$ cat src/rtl/button_cursor_ctrl.sv
// button_cursor_ctrl
//   Front-end input stage for the chess logic core. The five board buttons
//   are synchronised, debounced and turned into one-cycle press pulses. The
//   direction pulses move an 8x8 cursor with wrap-around. Two centre presses
//   (from-square, then a different to-square) become one move request,
//   offered to the chess logic over a valid/ready handshake.
//
// Ports
//   clk          25 MHz system clock
//   reset        asynchronous, active-high reset
//   BTNC         raw centre button (select / commit), asynchronous to clk
//   BTNU/D/L/R   raw direction buttons, asynchronous to clk
//   cursor_x/y   cursor column / row (0 = left / top)
//   sel_active   a from-square is latched
//   sel_x/sel_y  latched from-square
//   move_valid   move request pending
//   move_from    source square index      (sel_y*8 + sel_x)
//   move_to      destination square index (cursor_y*8 + cursor_x)
//   move_ready   chess logic accepts the pending request
module button_cursor_ctrl #(
    parameter int DEBOUNCE_CYCLES = 250000,
    parameter int CNT_W           = 18
) (
    input  logic       clk,
    input  logic       reset,
    input  logic       BTNC,
    input  logic       BTNU,
    input  logic       BTND,
    input  logic       BTNL,
    input  logic       BTNR,
    output logic [2:0] cursor_x,
    output logic [2:0] cursor_y,
    output logic       sel_active,
    output logic [2:0] sel_x,
    output logic [2:0] sel_y,
    output logic       move_valid,
    output logic [5:0] move_from,
    output logic [5:0] move_to,
    input  logic       move_ready
);

    localparam int NBTN = 5;
    // Button order inside the vectors below: 0=C, 1=U, 2=D, 3=L, 4=R.
    localparam int IC = 0;
    localparam int IU = 1;
    localparam int ID = 2;
    localparam int IL = 3;
    localparam int IR = 4;
    localparam logic [CNT_W-1:0] CNT_LAST = CNT_W'(DEBOUNCE_CYCLES - 1);

    logic [NBTN-1:0] raw;
    logic [NBTN-1:0] pulse;

    assign raw = {BTNR, BTNL, BTND, BTNU, BTNC};

    genvar gi;
    generate
        for (gi = 0; gi < NBTN; gi++) begin : g_btn
            logic             sync1_reg;
            logic             sync2_reg;
            logic             level_reg;
            logic             level_prev_reg;
            logic [CNT_W-1:0] cnt_reg;

            always_ff @(posedge clk or posedge reset) begin
                if (reset) begin
                    sync1_reg      <= 1'b0;
                    sync2_reg      <= 1'b0;
                    level_reg      <= 1'b0;
                    level_prev_reg <= 1'b0;
                    cnt_reg        <= '0;
                end else begin
                    sync1_reg      <= raw[gi];
                    sync2_reg      <= sync1_reg;
                    level_prev_reg <= level_reg;
                    // Any cycle where the input agrees with the debounced level
                    // restarts the count, so a short glitch leaves no trace.
                    if (sync2_reg == level_reg) begin
                        cnt_reg <= '0;
                    end else if (cnt_reg == CNT_LAST) begin
                        level_reg <= ~level_reg;
                        cnt_reg   <= '0;
                    end else begin
                        cnt_reg <= cnt_reg + 1'b1;
                    end
                end
            end

            // Rising edge of the debounced level only; releases are silent.
            assign pulse[gi] = level_reg & ~level_prev_reg;
        end
    endgenerate

    typedef enum logic [1:0] {
        ST_IDLE,
        ST_SELECTED,
        ST_REQUEST
    } state_t;

    state_t     state_reg;
    logic [2:0] cursor_x_reg;
    logic [2:0] cursor_y_reg;
    logic [2:0] cursor_x_next;
    logic [2:0] cursor_y_next;
    logic       sel_active_reg;
    logic [2:0] sel_x_reg;
    logic [2:0] sel_y_reg;
    logic       move_valid_reg;
    logic [5:0] move_from_reg;
    logic [5:0] move_to_reg;

    // Opposing pulses in the same cycle cancel; 3-bit arithmetic wraps mod 8.
    always_comb begin
        cursor_x_next = cursor_x_reg;
        cursor_y_next = cursor_y_reg;
        if (pulse[IR] && !pulse[IL]) begin
            cursor_x_next = cursor_x_reg + 3'd1;
        end else if (pulse[IL] && !pulse[IR]) begin
            cursor_x_next = cursor_x_reg - 3'd1;
        end
        if (pulse[ID] && !pulse[IU]) begin
            cursor_y_next = cursor_y_reg + 3'd1;
        end else if (pulse[IU] && !pulse[ID]) begin
            cursor_y_next = cursor_y_reg - 3'd1;
        end
    end

    // Select / commit machine. It always compares and latches the registered
    // (pre-move) cursor, so a C press coinciding with a direction press acts on
    // the square the cursor was on before that cycle's move.
    always_ff @(posedge clk or posedge reset) begin
        if (reset) begin
            state_reg      <= ST_IDLE;
            cursor_x_reg   <= 3'd0;
            cursor_y_reg   <= 3'd0;
            sel_active_reg <= 1'b0;
            sel_x_reg      <= 3'd0;
            sel_y_reg      <= 3'd0;
            move_valid_reg <= 1'b0;
            move_from_reg  <= 6'd0;
            move_to_reg    <= 6'd0;
        end else begin
            cursor_x_reg <= cursor_x_next;
            cursor_y_reg <= cursor_y_next;
            case (state_reg)
                ST_IDLE: begin
                    if (pulse[IC]) begin
                        sel_x_reg      <= cursor_x_reg;
                        sel_y_reg      <= cursor_y_reg;
                        sel_active_reg <= 1'b1;
                        state_reg      <= ST_SELECTED;
                    end
                end
                ST_SELECTED: begin
                    if (pulse[IC]) begin
                        if (cursor_x_reg == sel_x_reg && cursor_y_reg == sel_y_reg) begin
                            sel_active_reg <= 1'b0;
                            state_reg      <= ST_IDLE;
                        end else begin
                            move_from_reg  <= {sel_y_reg, sel_x_reg};
                            move_to_reg    <= {cursor_y_reg, cursor_x_reg};
                            move_valid_reg <= 1'b1;
                            state_reg      <= ST_REQUEST;
                        end
                    end
                end
                ST_REQUEST: begin
                    // C presses here are dropped; the request payload stays put.
                    if (move_valid_reg && move_ready) begin
                        move_valid_reg <= 1'b0;
                        sel_active_reg <= 1'b0;
                        state_reg      <= ST_IDLE;
                    end
                end
                default: begin
                    state_reg <= ST_IDLE;
                end
            endcase
        end
    end

    assign cursor_x   = cursor_x_reg;
    assign cursor_y   = cursor_y_reg;
    assign sel_active = sel_active_reg;
    assign sel_x      = sel_x_reg;
    assign sel_y      = sel_y_reg;
    assign move_valid = move_valid_reg;
    assign move_from  = move_from_reg;
    assign move_to    = move_to_reg;

endmodule

$ cat config.mk
export PLATFORM = sky130hd
export DESIGN_NAME = button_cursor_ctrl
export DESIGN_NICKNAME = d
export VERILOG_FILES = /design/src/rtl/button_cursor_ctrl.sv
export SDC_FILE = /design/constraint.sdc
export NUM_CORES = 1
export LEC_CHECK = 0
export BUFFER_PORTS_ARGS = -buffer_cell sky130_fd_sc_hd__buf_2
export CAP_MARGIN = 10
export CELL_PAD_IN_SITES_DETAIL_PLACEMENT = 0
export CELL_PAD_IN_SITES_GLOBAL_PLACEMENT = 1
export CORE_ASPECT_RATIO = 0.75
export CORE_MARGIN = 1
export CORE_UTILIZATION = 33
export CTS_CLUSTER_SIZE = 12
export DETAILED_ROUTE_END_ITERATION = 7
export PLACE_DENSITY = 0.53
export SLEW_MARGIN = 15
export SYNTH_ARGS = -nofsm -noshare
export SYNTH_HDL_FRONTEND = slang
export SYNTH_SLANG_ARGS = --single-unit
$ cat constraint.sdc
create_clock -name clk -period 4.6 [get_ports clk]
set_input_delay 0.23 -clock clk [delete_from_list [all_inputs] [get_ports clk]]
set_output_delay 0.23 -clock clk [all_outputs]
set_load 0.02 [all_outputs]
==> reports/results.md <==
| Step | Quantity | Reported |
|:---|:---|:---|
| die | Initial cell density of the core | 0.342 |
| setup path | Critical path endpoint category | register |
| clock tree | Clock buffer depth | 2 |
| power and ir drop | Power consumption | 0.00256 W |
| clock tree | # Post-CTS Setup Buffers | 0 |
| timing | Final hold violation count | 0 |
| synthesis | Top FF cell, synth | dfrtp_1 |
| power and ir drop | Power per unit of standard cell area | 343 mW/mm² |
| synthesis | Cell type contributing the most total cell area after synthesis | dfrtp_1 |
| clock tree | Latest clock arrival within the worst-skew pair | 0.41 ns |
| cells and area | Net total in the final layout | 661 |
| synthesis | Average cell area after synthesis | 10.9 µm² |
| synthesis | Yosys top cell area share | 0.537 |
| setup path | Cell type of the slowest stage on the worst timing path | o41ai_4 |
| timing | Final worst clock skew | 0.0106 ns |
| placement | Port Buffer Count | 33 |
| synthesis | Synth Cell Area | 0.00643 mm² |
| clock tree | Number of gates resized after cts | 0 |
| clock tree | Depth of the CTS H-tree | 4 |
| cells and area | Number of flip-flops under the largest register name | 90 |
| setup path | Nature of the critical path startpoint | register |
| die | Die X-Extent | 163 µm |
| run status | Outcome | complete, no violations |
| synthesis | FF+latch count, synth | 138 |
| route | Routed len/inst | 14.5 µm |
| global route | Number of global-route vias before repair | 4431 |
| clock tree | CTS Root Cell | clkbuf_16 |
| setup path | Largest incremental delay on the critical path | 1.00 ns |
| route | DRC violations left | 0 |
| global route | Largest net degree at the start of global routing | 99 |
| clock tree | Number of buffers added to fix hold violations after cts | 5 |
| setup path | Required time of the critical path | 4.85 ns |
| synthesis | Post-synthesis instance total | 590 |
| clock tree | CTS Sinks | 138 |
| setup path | Setup slack on the worst flop-to-flop path | 2.40 ns |
| placement | HPWL after detailed placement | 8920 µm |
| timing | Setup repair after global routing missed its margin | no |
| global route | Global Route Usage Sum | 0.144 |
| global route | Overflow after GRT | 0 |
| cells and area | Total of fill cells in the finished design | 1825 |
| timing | Worst slew margin | 0.291 |
| die | Top-Level Pins | 34 |
| setup path | CP Data Arrival Time | 2.45 ns |
| synthesis | Post-synthesis net count | 610 |
| timing | Setup TNS | 0 ns |
| die | Overall die area | 0.0200 mm² |
| placement | Global placement routability congestion | 0.765 |
| setup path | Launching point of the worst reg2reg path | g_btn[4].cnt_reg[13] |
| die | Standard cell core area | 0.0188 mm² |
| synthesis | Post-synth EDFFs | 0 |
| clock tree | Clock transition at the register clock pins on the worst setup and hold paths after CTS | 0.06 ns |
| global route | First-pass GRT wire length | 22500 µm |
| die | Height of the die | 123 µm |
| min path | Hold WC Path Type | in -> async |
| clock tree | Total CTS buffers | 17 |
| cells and area | Synthesis-to-finish area growth | 16.4% |
| timing | Fraction of the cycle the final worst path needs | 0.478 |
| setup path | Last element of the critical path | g_btn[4].cnt_reg[5] |
| cells and area | Share of final-layout standard cells stronger than drive strength 1 | 0.157 |
| route | Number of DRC markers after the initial detailed-route iteration | 268 |
| route | Wirelength, routed | 13000 µm |
| timing | Max Fclk | 455 MHz |
| setup path | Ordered cell list for the critical path | nor4b_1 > nand2_1 > o41ai_4 > nor2_1 |
| timing | Final Setup Violations | 0 |
| setup path | Worst setup path startpoint | g_btn[4].cnt_reg[13] |
| power and ir drop | Worst vdd ir | 0.193 mV |
| route | Via-per-instance ratio | 4.97 |
| die | FP Rows | 43 |
| route | Remaining number of nets flagged by the antenna check after routing | 0 |
| setup path | Critical path class | reg -> reg |
| power and ir drop | Leakage component of the power | 3.32 nW |
| synthesis | Count of cell types in the netlist | 40 |
| setup path | Terminus of the critical flop-to-flop path | g_btn[4].cnt_reg[5] |
| global route | Number of antenna violations at the first check in global routing | 0 |
| job | Max-Cap Viols | 0 |
| timing | Max-slew violation count | 0 |
| setup path | Logic depth of the worst register-to-register path | 4 |
| cells and area | Post-route cell area | 0.00748 mm² |
| timing | Final critical path time including I/O delays and setup | 2.20 ns |
| route | Total number of vias | 4462 |
| synthesis | Count of warnings emitted by yosys | 0 |
| synthesis | Part of the Yosys area used for sequential elements | 0.537 |
| cells and area | Number of antenna diodes | 0 |
| clock tree | Clock tree from TritonCTS | done |
| timing | Transition time at the pin with the least slew margin | 1.06 ns |
| route | Pre-Repair DR Iteration Count | 4 |
| setup path | Maximum fanout encountered on the critical timing path | 18 |
| synthesis | FFs w/ async S/R, synth | 1.00 |
| synthesis | Top post-synthesis cells by area | dfrtp_1 54%, xor2_1 6.3%, mux2_2 4.6% |
| placement | Placed standard-cell area | 0.00689 mm² |
routing by layer:
metal,wire length [µm],vias up,global-route usage
met4,135,0,0.0438
met1,6910,2187,0.206
li1,-,2197,-
met5,0,-,0
met3,480,10,0.0358
met2,5510,68,0.213
report_power, final:
group / internal, W / switching, W / total [W] / leakage, nW
Sequential: 0.00123 / 0.0000138 / 0.00124 / 1.89
Clock: 0.000776 / 0.000473 / 0.00125 / 0.270
Combinational: 0.0000212 / 0.0000494 / 0.0000706 / 1.16
Total: 0.00203 / 0.000536 / 0.00256 / 3.32
worst max-delay path: cells and delay by family, from the launching register on:
family / cells / cell delay (ns)
flip-flops: 1 / 0.41
AND/OR/NAND/NOR: 3 / 0.62
AO/OA/AOI/OAI: 1 / 1.00
how the worst min path moves through the flow:
stage / startpoint / end / slack (ns) / cells after the start
6_report: reset / g_btn[0].cnt_reg[7] / 0.01 / 2
5_1_grt: reset / g_btn[0].cnt_reg[7] / 0.09 / 2
4_1_cts: reset / g_btn[0].cnt_reg[7] / 0.05 / 2
3_5_place_dp: g_btn[3].sync1_reg / g_btn[3].sync2_reg / 0.34 / 0
3_3_place_gp: g_btn[0].sync1_reg / g_btn[0].sync2_reg / 0.33 / 0
2_1_floorplan: BTNC / g_btn[0].sync1_reg / 0.26 / 0
cell type report:
cell class / count / area, µm² / area share
tap: 247 / 309 / 0.0413
clock buffer: 26 / 529 / 0.0707
sequential: 138 / 3450 / 0.461
multi-input combinational: 420 / 2850 / 0.380
clock inverter: 2 / 10.0 / 0.00134
timing repair buffer: 43 / 253 / 0.0338
inverter: 21 / 83.8 / 0.0112
cell families after synthesis:
group,count (synthesis),synth area share
AND/OR/NAND/NOR,250,0.203
buffers and inverters,32,0.0201
flip-flops,138,0.537
adder cells (fa/ha/maj),12,0.0257
AO/OA/AOI/OAI,55,0.0635
XOR/XNOR,76,0.104
multiplexers,27,0.0471
Yosys cell counts (all sizes together), types with 8 or more instances:
cell / count
or4: 15
ha: 10
or3: 8
xnor2: 30
nand3: 35
nor2: 78
mux2: 26
and4: 12
o31ai: 14
dfrtp: 138
a21oi: 23
xor2: 46
nor4: 18
nand4: 19
nand2: 36
inv: 21
cell usage in the layout, fill, tap and decap left out, types with 12 or more instances in the layout:
| master | synthesis | layout |
|---|---|---|
| mux2_2 | 26 | 26 |
| nor4_1 | 18 | 18 |
| and4_1 | 12 | 12 |
| a21oi_1 | 23 | 23 |
| clkbuf_16 | 0 | 17 |
| nand2_1 | 36 | 36 |
| dfrtp_1 | 138 | 138 |
| xor2_1 | 46 | 46 |
| buf_2 | 7 | 33 |
| nand4_1 | 19 | 19 |
| nand3_1 | 34 | 34 |
| or4_1 | 15 | 15 |
| inv_1 | 21 | 20 |
| nor2_1 | 78 | 78 |
| o31ai_1 | 14 | 14 |
| xnor2_1 | 30 | 30 |
per-stage QoR:
stage | worst slack, ns | cells | util | hold WS, ns
floorplan | 0.674 | 590 | - | 0.261
global placement | 2.44 | 864 | 0.367 | 0.332
CTS | 2.40 | 897 | 0.399 | 0.0528
detailed placement | 2.42 | 864 | 0.367 | 0.337
finish | 2.40 | 897 | 0.399 | 0.0108
global route | 2.24 | 897 | 0.399 | 0.0920
Note: power is estimated with default switching activity, not from simulation.
